===== src/rtl/debounce_tick_pkg.sv =====
// Shared definitions for the switch debouncer: state encoding, default
// counter width and the debounced-level decode.
package debounce_tick_pkg;

   localparam int unsigned CNT_W_DEFAULT = 20;

   typedef enum logic [1:0] {
      ZERO  = 2'b00,
      WAIT1 = 2'b01,
      ONE   = 2'b10,
      WAIT0 = 2'b11
   } state_t;

   // Level is already 1 while confirming a fall; a bounce back keeps it there.
   function automatic logic is_level(input state_t s);
      return (s == ONE) || (s == WAIT0);
   endfunction

endpackage


===== src/rtl/debounce_tick_sync_2ff.sv =====
// Two-flop synchronizer bringing the raw switch level into the clk domain.
module sync_2ff (
   input  logic clk,
   input  logic reset,
   input  logic d,
   output logic q
);

   logic s1;

   always_ff @(posedge clk) begin
      if (reset) begin
         s1 <= 1'b0;
         q  <= 1'b0;
      end else begin
         s1 <= d;
         q  <= s1;
      end
   end

endmodule


===== src/rtl/debounce_tick.sv =====
// Switch debouncer: synchronizes sw, requires 2^CNT_W stable cycles before
// changing level, and emits registered rise/fall pulses with the level change.
module debounce_tick
   import debounce_tick_pkg::*;
#(
   parameter int unsigned CNT_W = CNT_W_DEFAULT
) (
   input  logic clk,
   input  logic reset,
   input  logic sw,
   output logic db_level,
   output logic db_tick,
   output logic db_fall_tick
);

   localparam logic [CNT_W-1:0] Q_LOAD = '1;
   localparam logic [CNT_W-1:0] Q_STEP = {{(CNT_W-1){1'b0}}, 1'b1};

   logic           s2;
   state_t         state;
   state_t         state_nxt;
   logic [CNT_W-1:0] q;
   logic [CNT_W-1:0] q_nxt;
   logic           level_now;

   sync_2ff u_sync (
      .clk   (clk),
      .reset (reset),
      .d     (sw),
      .q     (s2)
   );

   // Ticks are derived from the registered level so they line up with it.
   always_ff @(posedge clk) begin
      if (reset) begin
         state        <= ZERO;
         q            <= '0;
         db_level     <= 1'b0;
         db_tick      <= 1'b0;
         db_fall_tick <= 1'b0;
      end else begin
         state        <= state_nxt;
         q            <= q_nxt;
         db_level     <= level_now;
         db_tick      <= level_now & ~db_level;
         db_fall_tick <= ~level_now & db_level;
      end
   end

   always_comb begin
      state_nxt = state;
      q_nxt     = q;
      level_now = is_level(state);
      case (state)
         ZERO: begin
            if (s2) begin
               state_nxt = WAIT1;
               q_nxt     = Q_LOAD;
            end
         end
         WAIT1: begin
            if (!s2)
               state_nxt = ZERO;
            else if (q != '0)
               q_nxt = q - Q_STEP;
            else
               state_nxt = ONE;
         end
         ONE: begin
            if (!s2) begin
               state_nxt = WAIT0;
               q_nxt     = Q_LOAD;
            end
         end
         WAIT0: begin
            if (s2)
               state_nxt = ONE;
            else if (q != '0)
               q_nxt = q - Q_STEP;
            else
               state_nxt = ZERO;
         end
         default: state_nxt = ZERO;
      endcase
   end

endmodule

===== config.mk =====
export PLATFORM = sky130hd
export DESIGN_NAME = debounce_tick
export DESIGN_NICKNAME = d
export VERILOG_FILES = /design/src/rtl/debounce_tick_pkg.sv /design/src/rtl/debounce_tick_sync_2ff.sv /design/src/rtl/debounce_tick.sv
export SDC_FILE = /design/constraint.sdc
export NUM_CORES = 1
export LEC_CHECK = 0
export CAP_MARGIN = 15
export CORE_ASPECT_RATIO = 1.5
export CORE_MARGIN = 8
export CORE_UTILIZATION = 35
export DETAILED_ROUTE_END_ITERATION = 8
export HOLD_SLACK_MARGIN = 0.08
export PLACE_DENSITY_LB_ADDON = 0.15
export SKIP_LAST_GASP = 1
export SLEW_MARGIN = 40
export SYNTH_ARGS = -nofsm -noshare
export SYNTH_HDL_FRONTEND = slang
export SYNTH_SLANG_ARGS = --single-unit

===== constraint.sdc =====
create_clock -name clk -period 3.68 [get_ports clk]
set_input_delay 0.736 -clock clk [delete_from_list [all_inputs] [get_ports clk]]
set_output_delay 0.736 -clock clk [all_outputs]
set_load 0.02 [all_outputs]

==> summary.txt, run 1 <==
Logic synthesis
  • Dominant cell type by area after synthesis: dfxtp_1
  • Top cell type's share of synthesized area: 41.5%
  • Most frequent cell after synthesis: dfxtp_1
  • Distinct cell type count of the synthesized netlist: 36
  • Gate Count Post-Synth: 146
  • Syn Nets: 151
  • Seq cells post-synth: 27
  • Yosys warns: 0
  • Main synth FF type: dfxtp_1
  • Leading post-synthesis cells by cell area: dfxtp_1 42%, xnor2_1 6.1%, or4_1 4.6%, a21oi_1 3.8%, nor2_1 3.8%
  • Ys async rst share: 0%
  • Commonest cells post-synth: 27 x dfxtp_1, 13 x nor2_1, 10 x a21oi_1
  • Post-synthesis sequential area ratio: 41.5%
  • Synthesized area per cell: 8.91 sq um
  • Post-Syn Area: 1300 sq um
  • EDFF count, synth: 0

STA
  • Slew @ Worst Pin: 0.675 ns
  • Post-route setup TNS: 0 ns
  • Final worst slack: 1.23 ns
  • Fmax: 0.407 GHz
  • Max_slew headroom: 54.7%
  • Final Max Tran Viols: 0
  • RSZ-0062 raised after global routing: false
  • Final Hold Viols: 0
  • Final period utilization: 66.7%
  • Final Skew: 0.00364 ns
  • Post-layout minimum cycle time: 2.45 ns
  • Final setup fails: 0

Pwr
  • Clock network power share: 27.7%
  • Pint: 0.000437 W
  • Peak supply drop: 0.288 mV
  • Reg power frac: 54.1%
  • Sw Ratio: 28.0%
  • Combinational power share: 18.2%
  • Leak: 0.471 nW
  • Pwr dens: 433 nW/um^2
  • NetSw: 0.000170 W

Clocking
  • CTS max path bufs: 2
  • CTS clock-pin slew for the worst setup and hold paths: 0.09 ns
  • H-tree depth: 1
  • Num Clock Sinks: 27
  • Latest clock arrival within the worst-skew pair: 0.27 ns
  • Post-CTS Setup Bufs: 0
  • Root buffer cell: clkbuf_8
  • Post-CTS Hold Buffers: 0
  • CTS buffer count: 3
  • Post-CTS resize count: 0
  • CTS tree: done

Die
  • Row count: 27
  • Die Wd: 65.8 um
  • Initial Util: 36.0%
  • Die area: 5970 sq um
  • Ports: 6
  • Core area: 3610 sq um
  • Die height: 90.7 um

Placement
  • Port bufs: 5
  • Routability cong.: 0.804
  • Final HPWL DP: 2.02 mm
  • Place WS: 1.24 ns
  • Placed Instance Area: 1360 sq um
  • Placed Cells: 184

Critical path
  • CP Capture Type: register
  • Setup crit start kind: register
  • Crit Path Category: reg -> reg
  • Worst Path Required: 3.88 ns
  • Crit path arrival time: 2.66 ns
  • Crit-path max FO: 9

Cells and area
  • Non-Filler Instances: 188
  • Final nets: 151
  • Reg area: 541 sq um
  • Number of antenna diodes: 0
  • Synthesis-to-layout area growth: 7.69%
  • Multi-input logic area: 702 sq um
  • Share of cells above drive strength 1: 8.28%
  • Fin area: 1400 sq um
  • Filler Cells Inserted: 358

GRT
  • Pin count of the biggest net entering global routing: 27
  • GR Overflow Total: 0
  • Initial antenna violation count: 0
  • Vias in the first global route: 1043
  • GRT Total Usage: 10.1%
  • First-pass GRT wire length: 4.84 mm

Drt
  • Final ANT Viol Nets: 0
  • WL final: 2.78 mm
  • 1st-pass router iterations: 4
  • DR vias/cell: 5.65
  • Initial DRC Count: 45
  • Drt wl/cell: 14.8 um
  • # DRC: 0
  • DR vias: 1063

Status
  • Run status: completed

Job
  • Max_cap viols: 0

Worst hold path
  • Tightest Hold Check Type: reg -> reg
metrics by stage:
step	power [W]	util, %	hold WS [ns]
after floorplan	0.000426	-	0.414
after global placement	0.000444	37.7	0.414
after detailed placement	0.000445	37.5	0.431
after CTS	0.000609	38.8	0.444
after global routing	0.000639	38.8	0.474
final	0.000606	38.8	0.436
layout make-up:
class                           count  area share [%]
Timing Repair Buffer                6            3.75
Inverter                            2           0.536
Tap cell                           43            3.84
Sequential cell                    27            38.6
Clock buffer                        4            3.21
Multi-Input combinational cell    106            50.1
registers in the layout (all words and copies together), names as in the netlist, named ones only:
register / flops
q: 20
db_fall_tick: 1
db_level: 1
db_tick: 1
state: 1
u_sync.q: 1
u_sync.s1: 1
kinds of logic (layout without fill, tap and decap cells):
family | count (synthesis) | in the layout | share of synthesized area [%]
simple gates | 60 | 60 | 28.2
compound gates | 32 | 32 | 15.6
flops | 27 | 27 | 41.5
buf+inv | 13 | 12 | 4.52
xor+xnor | 10 | 10 | 6.73
fa+ha+maj | 2 | 2 | 1.92
mux | 2 | 2 | 1.54
critical path, cell delays in order (launching register included):
cell and delay [ns]:
dfxtp_1 0.38, or4_1 0.64, or4_1 0.69, or4_1 0.50
a31oi_1 0.16
power by group through the flow:
stage	Sequential, W	Combinational, W	Clock [W]
after floorplan	0.000328	0.0000974	0
after global placement	0.000334	0.000110	0
after detailed placement	0.000335	0.000111	0
after CTS	0.000328	0.000111	0.000170
after global routing	0.000331	0.000124	0.000184
final	0.000328	0.000110	0.000168
per-layer routing:
metal  routed length (um)  part of all wire, %  global-route usage [%]  vias to the layer above
li1                     -                    -                       -                      538
met1                 1260                   45                    12.0                      510
met2                 1430                   51                    16.8                       13
met3                   68                  2.4                    1.99                        2
met4                   27                 0.97                    3.84                        0
met5                    0                    0                       0                        -
placed cells by master (no fill, tap or decap), drive strengths merged, types with 5 or more instances in the layout:
master,n
nor2,13
dfxtp,27
xnor2,9
a21oi,10
a31oi,5
nor4,7
or4,8
o21ai,5
nor3,5
final timing paths:
check / to / startpoint / slack (ns) / depth (start not counted)
worst min register to register: db_tick$_SDFF_PP0_ / db_level$_SDFF_PP0_ / 0.44 / 1
worst max-delay path: q[15]$_SDFFE_PP0P_ / q[2]$_SDFFE_PP0P_ / 1.23 / 4
worst min-delay path: db_tick$_SDFF_PP0_ / db_level$_SDFF_PP0_ / 0.44 / 1
worst max register to register: q[15]$_SDFFE_PP0P_ / q[2]$_SDFFE_PP0P_ / 1.23 / 4
Power figures use the tool's default switching activity.
==> run 2: changes to the inputs <==
==> constraint.sdc (replaced) <==
create_clock -name clk -period 2.4 [get_ports clk]
set_input_delay 0.48 -clock clk [delete_from_list [all_inputs] [get_ports clk]]
set_output_delay 0.48 -clock clk [all_outputs]
set_load 0.02 [all_outputs]
==> run 2 against run 1 <==
  * Worst setup slack got worse by 1.1 ns
  * Critical path depth unchanged
  * Critical endpoint unchanged
  * Design area increased by 4.9%
  * Clock skew increased by 0.0017 ns
  * Sequential share of layout area decreased by 1.8 points
  * Flip-flop and latch count unchanged
==> summary.txt, run 2 (same netlist as run 1, synthesis figures left out) <==
Status
  • Run status: completed (unchanged)

Cells and area
  • Max reg flops: 20 (unchanged)
  • Non-Filler Instances: 195 (was 188)
  • Final nets: 158 (was 151)
  • Synthesis-to-layout area growth: 13.0% (was 7.69%)
  • Largest Register: q (unchanged)
  • Commonest non-fill, non-tap cell in the layout: dfxtp_1 (unchanged)
  • Number of antenna diodes: 0 (unchanged)
  • Commonest non-fill, non-tap cells in the layout: 27 x dfxtp_1, 13 x nor2_1, 10 x a21oi_1 (unchanged)
  • Share of cells above drive strength 1: 13.8% (was 8.28%)

Die
  • Row count: 27 (unchanged)
  • Ports: 6 (unchanged)
  • Die height: 90.7 um (unchanged)
  • Die Wd: 65.8 um (unchanged)
  • Die area: 5970 sq um (unchanged)
  • Initial Util: 36.0% (unchanged)
  • Core area: 3610 sq um (unchanged)

STA
  • Slew @ Worst Pin: 0.654 ns (was 0.675 ns)
  • Final period utilization: 94.6% (was 66.7%)
  • Max_slew headroom: 56.1% (was 54.7%)
  • Fmax: 0.440 GHz (was 0.407 GHz)
  • RSZ-0062 raised after global routing: false (unchanged)
  • Final Hold Viols: 0 (unchanged)
  • Final worst slack: 0.129 ns (was 1.23 ns)
  • Final setup fails: 0 (unchanged)
  • Post-route setup TNS: 0 ns (unchanged)
  • Final Skew: 0.00529 ns (was 0.00364 ns)
  • Fin Hold WS: 0.439 ns (was 0.436 ns)
  • Post-layout minimum cycle time: 2.27 ns (was 2.45 ns)
  • Final Max Tran Viols: 0 (unchanged)

Clocking
  • Post-CTS resize count: 0 (unchanged)
  • Num Clock Sinks: 27 (unchanged)
  • CTS clock-pin slew for the worst setup and hold paths: 0.10 ns (was 0.09 ns)
  • Latest clock arrival within the worst-skew pair: 0.27 ns (about the same)
  • Post-CTS Hold Buffers: 0 (unchanged)
  • CTS tree: done (unchanged)
  • CTS max path bufs: 2 (unchanged)
  • H-tree depth: 1 (unchanged)
  • Post-CTS Setup Bufs: 0 (unchanged)
  • CTS buffer count: 3 (unchanged)
  • Root buffer cell: clkbuf_8 (unchanged)

Critical path
  • R2r endpoint: q[15]$_SDFFE_PP0P_ (unchanged)
  • Reg2reg setup slack: 0.13 ns (was 1.23 ns)
  • Slowest stage delay, CP: 0.61 ns (was 0.69 ns)
  • FF-to-FF Start: q[3]$_SDFFE_PP0P_ (was q[2]$_SDFFE_PP0P_)
  • Crit path arrival time: 2.48 ns (was 2.66 ns)
  • CP Capture Type: register (unchanged)
  • Setup crit start kind: register (unchanged)
  • Crit-path max FO: 6 (was 9)
  • CP delay by family, top: simple AND/OR/NAND/NOR gates (unchanged)
  • Bufs and invs on worst path: 0 (unchanged)
  • Slowest stage cell, crit path: or4_4 (was or4_1)
  • R2R depth: 4 (unchanged)
  • Crit path cell chain: or4_1 -> or4_4 -> or4_1 -> a31oi_1 (was or4_1 -> or4_1 -> or4_1 -> a31oi_1)
  • Worst Path Required: 2.61 ns (was 3.88 ns)
  • Most numerous cell on the critical path: or4_1 (unchanged)
  • Crit Path Category: reg -> reg (unchanged)

Placement
  • Place WS: 0.0656 ns (was 1.24 ns)
  • Port bufs: 5 (unchanged)
  • Placed Cells: 191 (was 184)
  • Final HPWL DP: 2.17 mm (was 2.02 mm)
  • Routability cong.: 0.742 (was 0.804)

Drt
  • Met3 wire length: 54 um (was 68 um)
  • DR vias/cell: 5.63 (was 5.65)
  • # DRC: 0 (unchanged)
  • DR vias: 1098 (was 1063)
  • Drt wl/cell: 15.2 um (was 14.8 um)
  • WL met2: 1.54 mm (was 1.43 mm)
  • Initial DRC Count: 41 (was 45)
  • DR top layer: met4 (unchanged)
  • 1st-pass router iterations: 4 (unchanged)
  • WL met1: 1.32 mm (was 1.26 mm)
  • WL final: 2.97 mm (was 2.78 mm)
  • Final ANT Viol Nets: 0 (unchanged)

Worst hold path
  • Worst Hold Depth: 1 (unchanged)
  • Hold EP: db_tick$_SDFF_PP0_ (unchanged)
  • Hold Path Origin: db_level$_SDFF_PP0_ (unchanged)
  • Tightest Hold Check Type: reg -> reg (unchanged)

Pwr
  • Pwr dens: 654 nW/um^2 (was 433 nW/um^2)
  • Combinational power share: 20.6% (was 18.2%)
  • Clock network power share: 27.4% (was 27.7%)
  • NetSw: 0.000278 W (was 0.000170 W)
  • Peak supply drop: 0.354 mV (was 0.288 mV)
  • Reg power frac: 51.9% (was 54.1%)
  • Pwr Total: 0.000962 W (was 0.000606 W)
  • Sw Ratio: 28.9% (was 28.0%)
  • Leak: 0.511 nW (was 0.471 nW)
  • Pint: 0.000685 W (was 0.000437 W)

GRT
  • Vias in the first global route: 1098 (was 1043)
  • Pin count of the biggest net entering global routing: 16 (was 27)
  • First-pass GRT wire length: 5.02 mm (was 4.84 mm)
  • Initial antenna violation count: 0 (unchanged)
  • GR Overflow Total: 0 (unchanged)
  • GRT Total Usage: 10.4% (was 10.1%)

Job
  • Max_cap viols: 0 (unchanged)
-- run 2: changes by cell type in the layout (fill, tap and decap cells not counted) --
cell and change:
clkbuf_1 -1, clkdlybuf4s50_1 +1, or4_1 -1, clkinv_2 +1
nor4_1 -1, nor4_2 +1, buf_2 -1, buf_4 +7
or4_4 +1
-- run 2: metrics by stage --
stage / util (%) / instance area [sq um]
final: 40.7 / 1470
after global placement: 39.1 / 1410
after CTS: 40.4 / 1460
after global routing: 40.7 / 1470
after detailed placement: 39.1 / 1410
after floorplan: - / 1300
-- run 2: power by group through the flow --
| stage | logic [W] | registers, W | clock network (W) |
|---|---|---|---|
| 6_report | 0.000198 | 0.000500 | 0.000264 |
| 5_1_grt | 0.000217 | 0.000505 | 0.000291 |
| 4_1_cts | 0.000193 | 0.000500 | 0.000273 |
| 3_5_place_dp | 0.000191 | 0.000510 | 0 |
| 3_3_place_gp | 0.000188 | 0.000509 | 0 |
| 2_1_floorplan | 0.000149 | 0.000503 | 0 |
-- run 2: final cells by class --
cell class                 instances  area (sq um)
inverter                           2          7.51
clock buffer                       3          41.3
multi-input combinational        106           712
clock inverter                     1          5.00
timing repair buffer              13           110
sequential                        27           541
fill                             373          2140
tap                               43          53.8
-- run 2: routing by layer --
layer,global-route usage (%),up-vias
met5,0,-
met4,4.75,0
met3,2.24,7
met2,17.8,11
met1,11.7,534
li1,-,546
-- run 2: how the worst max path moves through the flow --
stage / endpoint / cells past startpoint / slack [ns] / startpoint
final: q[15]$_SDFFE_PP0P_ / 4 / 0.13 / q[3]$_SDFFE_PP0P_
after global routing: q[16]$_SDFFE_PP0P_ / 5 / 0.02 / q[3]$_SDFFE_PP0P_
after CTS: q[15]$_SDFFE_PP0P_ / 4 / 0.05 / q[3]$_SDFFE_PP0P_
after detailed placement: q[15]$_SDFFE_PP0P_ / 4 / 0.07 / q[3]$_SDFFE_PP0P_
after global placement: q[15]$_SDFFE_PP0P_ / 4 / 0.11 / q[3]$_SDFFE_PP0P_
after floorplan: q[15]$_SDFFE_PP0P_ / 7 / 0.02 / q[2]$_SDFFE_PP0P_
-- run 2: worst reg2reg max path: cells and delay by family, from the launching register on --
| kind | cells | cell delay [ns] |
|---|---|---|
| compound gates | 1 | 0.18 |
| flops | 1 | 0.36 |
| simple gates | 3 | 1.67 |
==> run 3: changes to the inputs <==
--- a/config.mk
+++ b/config.mk
@@ -10,7 +10,7 @@
 export CORE_MARGIN = 8
 export CORE_UTILIZATION = 35
 export DETAILED_ROUTE_END_ITERATION = 8
-export HOLD_SLACK_MARGIN = 0.08
+export HOLD_SLACK_MARGIN = 0.15
 export PLACE_DENSITY_LB_ADDON = 0.15
 export SKIP_LAST_GASP = 1
 export SLEW_MARGIN = 40
==> results of run 3 <==
Final layout, timing and power as in run 2 (identical DEF).
